===== src/rtl/seq_divider_64_pkg.sv =====
// Shared definitions for the sequential 64-bit divider: width, state encoding, sign helper.
package seq_divider_64_pkg;

  localparam int unsigned WIDTH = 64;

  typedef logic [1:0] state_t;

  localparam state_t S_IDLE = 2'd0;
  localparam state_t S_PREP = 2'd1;
  localparam state_t S_CALC = 2'd2;
  localparam state_t S_FIX  = 2'd3;

  // Two's complement negate, wrapping at WIDTH bits.
  function automatic logic [WIDTH-1:0] negate(input logic [WIDTH-1:0] x);
    return ~x + WIDTH'(1);
  endfunction

endpackage


===== src/rtl/adder_64bit.sv =====
// 64-bit ripple-carry adder; used as a subtracter by inverting b and setting cin.
module adder_64bit (
  input  logic [63:0] i_a,
  input  logic [63:0] i_b,
  input  logic        i_cin,
  output logic [63:0] o_sum,
  output logic        o_cout
);

  logic w_c;

  always_comb begin
    w_c = i_cin;
    o_sum = '0;
    for (int i = 0; i < 64; i++) begin
      o_sum[i] = i_a[i] ^ i_b[i] ^ w_c;
      w_c      = (i_a[i] & i_b[i]) | (w_c & (i_a[i] ^ i_b[i]));
    end
    o_cout = w_c;
  end

endmodule


===== src/rtl/seq_divider_64.sv =====
// Restoring one-bit-per-cycle divider with RISC-V DIV/DIVU/REM/REMU semantics.
// Fixed 67-cycle latency from start acceptance to the done pulse.
module seq_divider_64 #(
  parameter int unsigned WIDTH = 64,
  parameter int unsigned CNT_W = 7
) (
  input  logic             clk,
  input  logic             rst,
  input  logic             start,
  input  logic             signed_op,
  input  logic [WIDTH-1:0] dividend,
  input  logic [WIDTH-1:0] divisor,
  output logic             busy,
  output logic             done,
  output logic [WIDTH-1:0] quotient,
  output logic [WIDTH-1:0] remainder,
  output logic             div_by_zero
);

  import seq_divider_64_pkg::*;

  if (WIDTH != seq_divider_64_pkg::WIDTH) begin : g_width_chk
    $error("seq_divider_64: only WIDTH=64 is supported");
  end
  if ($clog2(WIDTH + 1) > CNT_W) begin : g_cnt_chk
    $error("seq_divider_64: CNT_W too small for WIDTH");
  end

  state_t           r_state;
  state_t           w_state_nxt;
  logic             r_busy, r_done, r_dz;
  logic [WIDTH-1:0] r_quot, r_rem_out;
  logic             r_signed, r_neg_q, r_neg_r;
  logic [WIDTH-1:0] r_a, r_b, r_bmag, r_q, r_rem;
  logic [CNT_W-1:0] r_cnt;

  logic             w_busy_nxt, w_done_nxt, w_load, w_prep, w_step, w_fix;
  logic [WIDTH-1:0] w_shifted, w_bmag_n, w_sum;
  logic             w_cout, w_success;

  // Trial subtraction: shifted - |divisor|.
  assign w_shifted = {r_rem[WIDTH-2:0], r_q[WIDTH-1]};
  assign w_bmag_n  = ~r_bmag;

  adder_64bit u_sub (
    .i_a    (w_shifted),
    .i_b    (w_bmag_n),
    .i_cin  (1'b1),
    .o_sum  (w_sum),
    .o_cout (w_cout)
  );

  // rem[63] set means the shifted value is >= 2^64 and always exceeds the divisor.
  assign w_success = r_rem[WIDTH-1] | w_cout;

  always_ff @(posedge clk) begin
    if (rst) r_state <= S_IDLE;
    else     r_state <= w_state_nxt;
  end

  always_comb begin
    w_state_nxt = r_state;
    case (r_state)
      S_IDLE:  if (start) w_state_nxt = S_PREP;
      S_PREP:  w_state_nxt = S_CALC;
      S_CALC:  if (r_cnt == CNT_W'(WIDTH - 1)) w_state_nxt = S_FIX;
      S_FIX:   w_state_nxt = S_IDLE;
      default: w_state_nxt = S_IDLE;
    endcase
  end

  always_comb begin
    w_busy_nxt = 1'b0;
    w_done_nxt = 1'b0;
    w_load     = 1'b0;
    w_prep     = 1'b0;
    w_step     = 1'b0;
    w_fix      = 1'b0;
    case (r_state)
      S_IDLE: begin
        w_load     = start;
        w_busy_nxt = start;
      end
      S_PREP: begin
        w_prep     = 1'b1;
        w_busy_nxt = 1'b1;
      end
      S_CALC: begin
        w_step     = 1'b1;
        w_busy_nxt = 1'b1;
      end
      S_FIX: begin
        w_fix      = 1'b1;
        w_done_nxt = 1'b1;
      end
      default: ;
    endcase
  end

  always_ff @(posedge clk) begin
    if (rst) begin
      r_busy    <= 1'b0;
      r_done    <= 1'b0;
      r_dz      <= 1'b0;
      r_quot    <= '0;
      r_rem_out <= '0;
      r_signed  <= 1'b0;
      r_neg_q   <= 1'b0;
      r_neg_r   <= 1'b0;
      r_a       <= '0;
      r_b       <= '0;
      r_bmag    <= '0;
      r_q       <= '0;
      r_rem     <= '0;
      r_cnt     <= '0;
    end else begin
      r_busy <= w_busy_nxt;
      r_done <= w_done_nxt;
      if (w_load) begin
        r_a      <= dividend;
        r_b      <= divisor;
        r_signed <= signed_op;
      end
      if (w_prep) begin
        r_q     <= (r_signed && r_a[WIDTH-1]) ? negate(r_a) : r_a;
        r_bmag  <= (r_signed && r_b[WIDTH-1]) ? negate(r_b) : r_b;
        r_rem   <= '0;
        r_cnt   <= '0;
        r_neg_q <= r_signed & (r_a[WIDTH-1] ^ r_b[WIDTH-1]) & (r_b != '0);
        r_neg_r <= r_signed & r_a[WIDTH-1];
      end
      if (w_step) begin
        r_rem <= w_success ? w_sum : w_shifted;
        r_q   <= {r_q[WIDTH-2:0], w_success};
        r_cnt <= r_cnt + CNT_W'(1);
      end
      // Divide by zero overrides the sign-corrected results.
      if (w_fix) begin
        if (r_b == '0) begin
          r_quot    <= '1;
          r_rem_out <= r_a;
          r_dz      <= 1'b1;
        end else begin
          r_quot    <= r_neg_q ? negate(r_q) : r_q;
          r_rem_out <= r_neg_r ? negate(r_rem) : r_rem;
          r_dz      <= 1'b0;
        end
      end
    end
  end

  assign busy        = r_busy;
  assign done        = r_done;
  assign quotient    = r_quot;
  assign remainder   = r_rem_out;
  assign div_by_zero = r_dz;

endmodule


===== config.mk =====
export PLATFORM = sky130hd
export DESIGN_NAME = seq_divider_64
export DESIGN_NICKNAME = d
export VERILOG_FILES = /design/src/rtl/seq_divider_64_pkg.sv /design/src/rtl/adder_64bit.sv /design/src/rtl/seq_divider_64.sv
export SDC_FILE = /design/constraint.sdc
export NUM_CORES = 1
export LEC_CHECK = 0
export ABC_AREA = 1
export BUFFER_PORTS_ARGS = -buffer_cell sky130_fd_sc_hd__buf_4
export CAP_MARGIN = 15
export CORE_ASPECT_RATIO = 0.7
export CORE_UTILIZATION = 30
export CTS_CLUSTER_DIAMETER = 120
export CTS_CLUSTER_SIZE = 16
export DETAILED_ROUTE_END_ITERATION = 10
export PLACE_DENSITY = 0.45
export SLEW_MARGIN = 20
export SYNTH_ARGS = -nofsm -noshare
export SYNTH_HDL_FRONTEND = slang
export SYNTH_SLANG_ARGS = --single-unit

===== constraint.sdc =====
create_clock -name clk -period 23.1 [get_ports clk]
set_input_delay 2.31 -clock clk [delete_from_list [all_inputs] [get_ports clk]]
set_output_delay 2.31 -clock clk [all_outputs]
set_load 0.02 [all_outputs]

==> impl_metrics.json <==
{
  "ys_seq_area_share_pct": 33.7,
  "max-vdd-ir-drop_v": 0.0000969,
  "synth_enable_flop_cells": 0,
  "cts_tree": "built",
  "synthAdderAreaFrac_pct": 5.09,
  "cp_slowest_cell": "fa_2",
  "power-per-cell-area_mw_per_mm2": 114,
  "nFillCells": 10116,
  "synth_top_family_by_area": "simple AND/OR/NAND/NOR gates",
  "antenna_violations_before_repair": 6,
  "post_dp_cell_area_sq_mm": 0.0307,
  "largest_net_degree_at_the_start_of_global_routing": 143,
  "die_height_microns": 255,
  "dpl.hpwl_microns": 94500,
  "post-route-worst-setup-slack_ps": 82.4,
  "final.setup_skew_ps": 34.0,
  "synth.net_count": 4527,
  "min_period_ps": 23020,
  "design.final.nets": 4676,
  "grt_use_total_pct": 25.5,
  "power.total_mw": 3.64,
  "crit_fanout": 11,
  "io_pins": 263,
  "synth-simple-area-share_pct": 31.7,
  "yosys-top-cells-area": "dfxtp_1 34%, nand2_1 14%, nor2_1 7.8%",
  "cap_violations": 0,
  "ys_seq_elements": 463,
  "clkLatencyLatePin_ps": 610,
  "fp.coreArea_sq_mm": 0.0904,
  "fp-row-count": 92,
  "rsz0062_at_grt": "yes",
  "setup_tns_ps": 0,
  "synthDominantCellAreaShare_pct": 33.7,
  "setup_viol": 0,
  "layout-area-overhead-vs-synth_pct": 16.1,
  "detail_route.first_pass.iterations": 6,
  "wire_length_of_the_first_global_routing_pass_microns": 177000,
  "port_buffers": 262,
  "path_common_cell": "fa_2",
  "leakagePower_nw": 14.1,
  "numClockSinks": 463,
  "timing_hold_violations_final": 0,
  "die-width_microns": 364,
  "wire_per_inst_microns": 21.3,
  "worst_ep_arrival_time_ps": 23540,
  "initial_core_util_pct": 30.4,
  "asyncSetResetFlopFracSynth_pct": 0,
  "clk_transition_reported_paths_ps": 80,
  "highest_layer": "met4",
  "worst_path_largest_cell_delay_ps": 410,
  "syn_area_per_cell_sq_um": 6.36,
  "via_count": 29434,
  "result_of_the_run": "complete, no violations",
  "dp.cells": 5639,
  "drt-met1-wl_microns": 61900,
  "via_count_of_the_first_global_routing_pass": 27028,
  "synthCells": 4321,
  "clock_buffer_depth": 3,
  "vias_per_cell": 5.17,
  "timing_worst_slew_pin_value_ps": 1250,
  "required_arrival_time_at_the_worst_endpoint_ps": 23630,
  "synth_compound_gate_area_share_pct": 18.1,
  "drt_iter0_drcs": 3206,
  "die_area_sq_mm": 0.0929,
  "yosysMostFrequentCell": "nand2_1",
  "finalWeightedCongestion": 0.971,
  "final_layout_size_suffix_gt1_share_pct": 10.6,
  "yosys-mux-area-fraction_pct": 0,
  "wirelength_microns": 121000,
  "cts-buffers-inserted": 34,
  "synth-xor-area-share_pct": 1.91,
  "yosysUniqueCellTypes": 42,
  "fin_crit_sh_pct": 99.6,
  "area.sequential_sq_mm": 0.00928,
  "cts.root.buffer_cell": "clkbuf_16",
  "syn_area_sq_mm": 0.0275,
  "remaining_drc_errors": 0,
  "postRouteAntennaNets": 0,
  "detailedPlace.worstSlack_ps": -964,
  "classification_of_the_worst_slack_hold_path": "reg -> reg",
  "finish.cell_count_without_fillers": 5696,
  "routed_met2_length_microns": 45700,
  "report.final.slew_viol_count": 0,
  "netlist.top_cell.by_area": "dfxtp_1",
  "cp-start-kind": "flip-flop",
  "yosys_most_used_dff": "dfxtp_1",
  "remaining_max_slew_budget_at_the_tightest_pin_pct": 16.0,
  "synth_warnings": 0,
  "maxClockFrequency_mhz": 43.4,
  "post_cts_hold_buffer_count": 0,
  "multiInputGateArea_sq_mm": 0.0159,
  "layout.cell_area.non_filler_sq_mm": 0.0319,
  "criticalPathCategory": "reg -> reg",
  "worst_hold_slack_ps": 458,
  "yosys-top-cells-count": "991 x nand2_1, 574 x nor2_1, 468 x inv_1",
  "cts-htree-levels": 2,
  "met3RoutedLength_microns": 12200,
  "post-route-util_pct": 35.3,
  "globalRouteOverflowTotal": 0,
  "critPathCaptureType": "flip-flop"
}
[routing by layer]
layer | vias up | track usage, %
li1 | 14386 | -
met1 | 13961 | 40.0
met2 | 1012 | 33.8
met3 | 75 | 7.29
met4 | 0 | 4.04
met5 | - | 0
[state kept, by name, indices dropped and copies added, names as in the netlist]
name and flops:
busy 1, div_by_zero 1, done 1, quotient 64, r_a 64, r_b 64
r_bmag 64, r_cnt 7, r_neg_q 1, r_neg_r 1, r_q 64, r_rem 64
r_signed 1, r_state 2, remainder 64
[logic make-up (layout without fill, tap and decap cells)]
logic type | after synthesis | after routing
buffers and inverters | 688 | 840
DFF | 463 | 463
adders and majority gates | 74 | 74
other | 0 | 1
and+or+nand+nor | 2086 | 2086
xor gates and xnor gates | 60 | 60
AOI/OAI and AO/OA | 950 | 950
[critical path, delay by kind of cell, from the launching register on]
| kind | cells | cell delay [ps] |
|---|---|---|
| adder cells (fa/ha/maj) | 64 | 21390 |
| AND/OR/NAND/NOR | 2 | 170 |
| flip-flops | 1 | 330 |
| AO/OA/AOI/OAI | 2 | 240 |
| buffers and inverters | 10 | 760 |
[final cells by class]
cell class              count  share of cell area [%]
clock buffers              36                    2.69
clock inverters             3                   0.106
flip-flops and latches    463                    29.1
multi-input cells        3170                    49.7
repair buffers            322                    8.01
inverters                 479                    5.65
diodes                      1                 0.00784
well taps                1222                    4.79
[where the power goes]
part           total (mW)  switching [mW]  internal [mW]  leakage [nW]
Clock               0.589           0.322          0.267         0.437
Sequential           1.09           0.129          0.965          3.78
Combinational        1.96            1.43          0.528          9.88
[layout by cell type, fill, tap and decap left out, types with 3 or more instances in the layout]
master,n
nor2_4,7
nand4_1,86
dfxtp_1,460
a21oi_2,4
inv_1,461
nand3b_1,9
o21ai_0,348
o21bai_1,3
buf_6,6
inv_2,14
nand2_4,3
o21ai_1,78
o31ai_1,5
xor2_1,58
nor3_1,16
buf_4,307
nand2_1,989
ha_1,7
a31oi_1,43
o22ai_1,55
nand2_2,4
nor2_2,6
clkbuf_16,35
inv_6,3
buf_8,3
buf_12,4
a21oi_1,386
o221ai_1,7
nor2_1,569
clkinv_1,3
fa_2,63
o211ai_1,15
nand3_1,384
and3_1,3
[timing repair]
action | CTS | global route
setup buffers | 8 | 9
gates cloned | 2 | 1
pin swaps | 9 | 12
hold endpoints to repair | 0 | 0
resized for setup | 68 | 30
setup endpoints to repair | 65 | 65
[worst paths after layout]
path / start / endpoint / slack [ps] / cells past startpoint
max: r_q[63] / r_rem[0] / 80 / 78
min: remainder[2] / remainder[2] / 460 / 2
max reg2reg: r_q[63] / r_rem[0] / 80 / 78
min reg2reg: remainder[2] / remainder[2] / 460 / 2
Power figures use the tool's default switching activity.
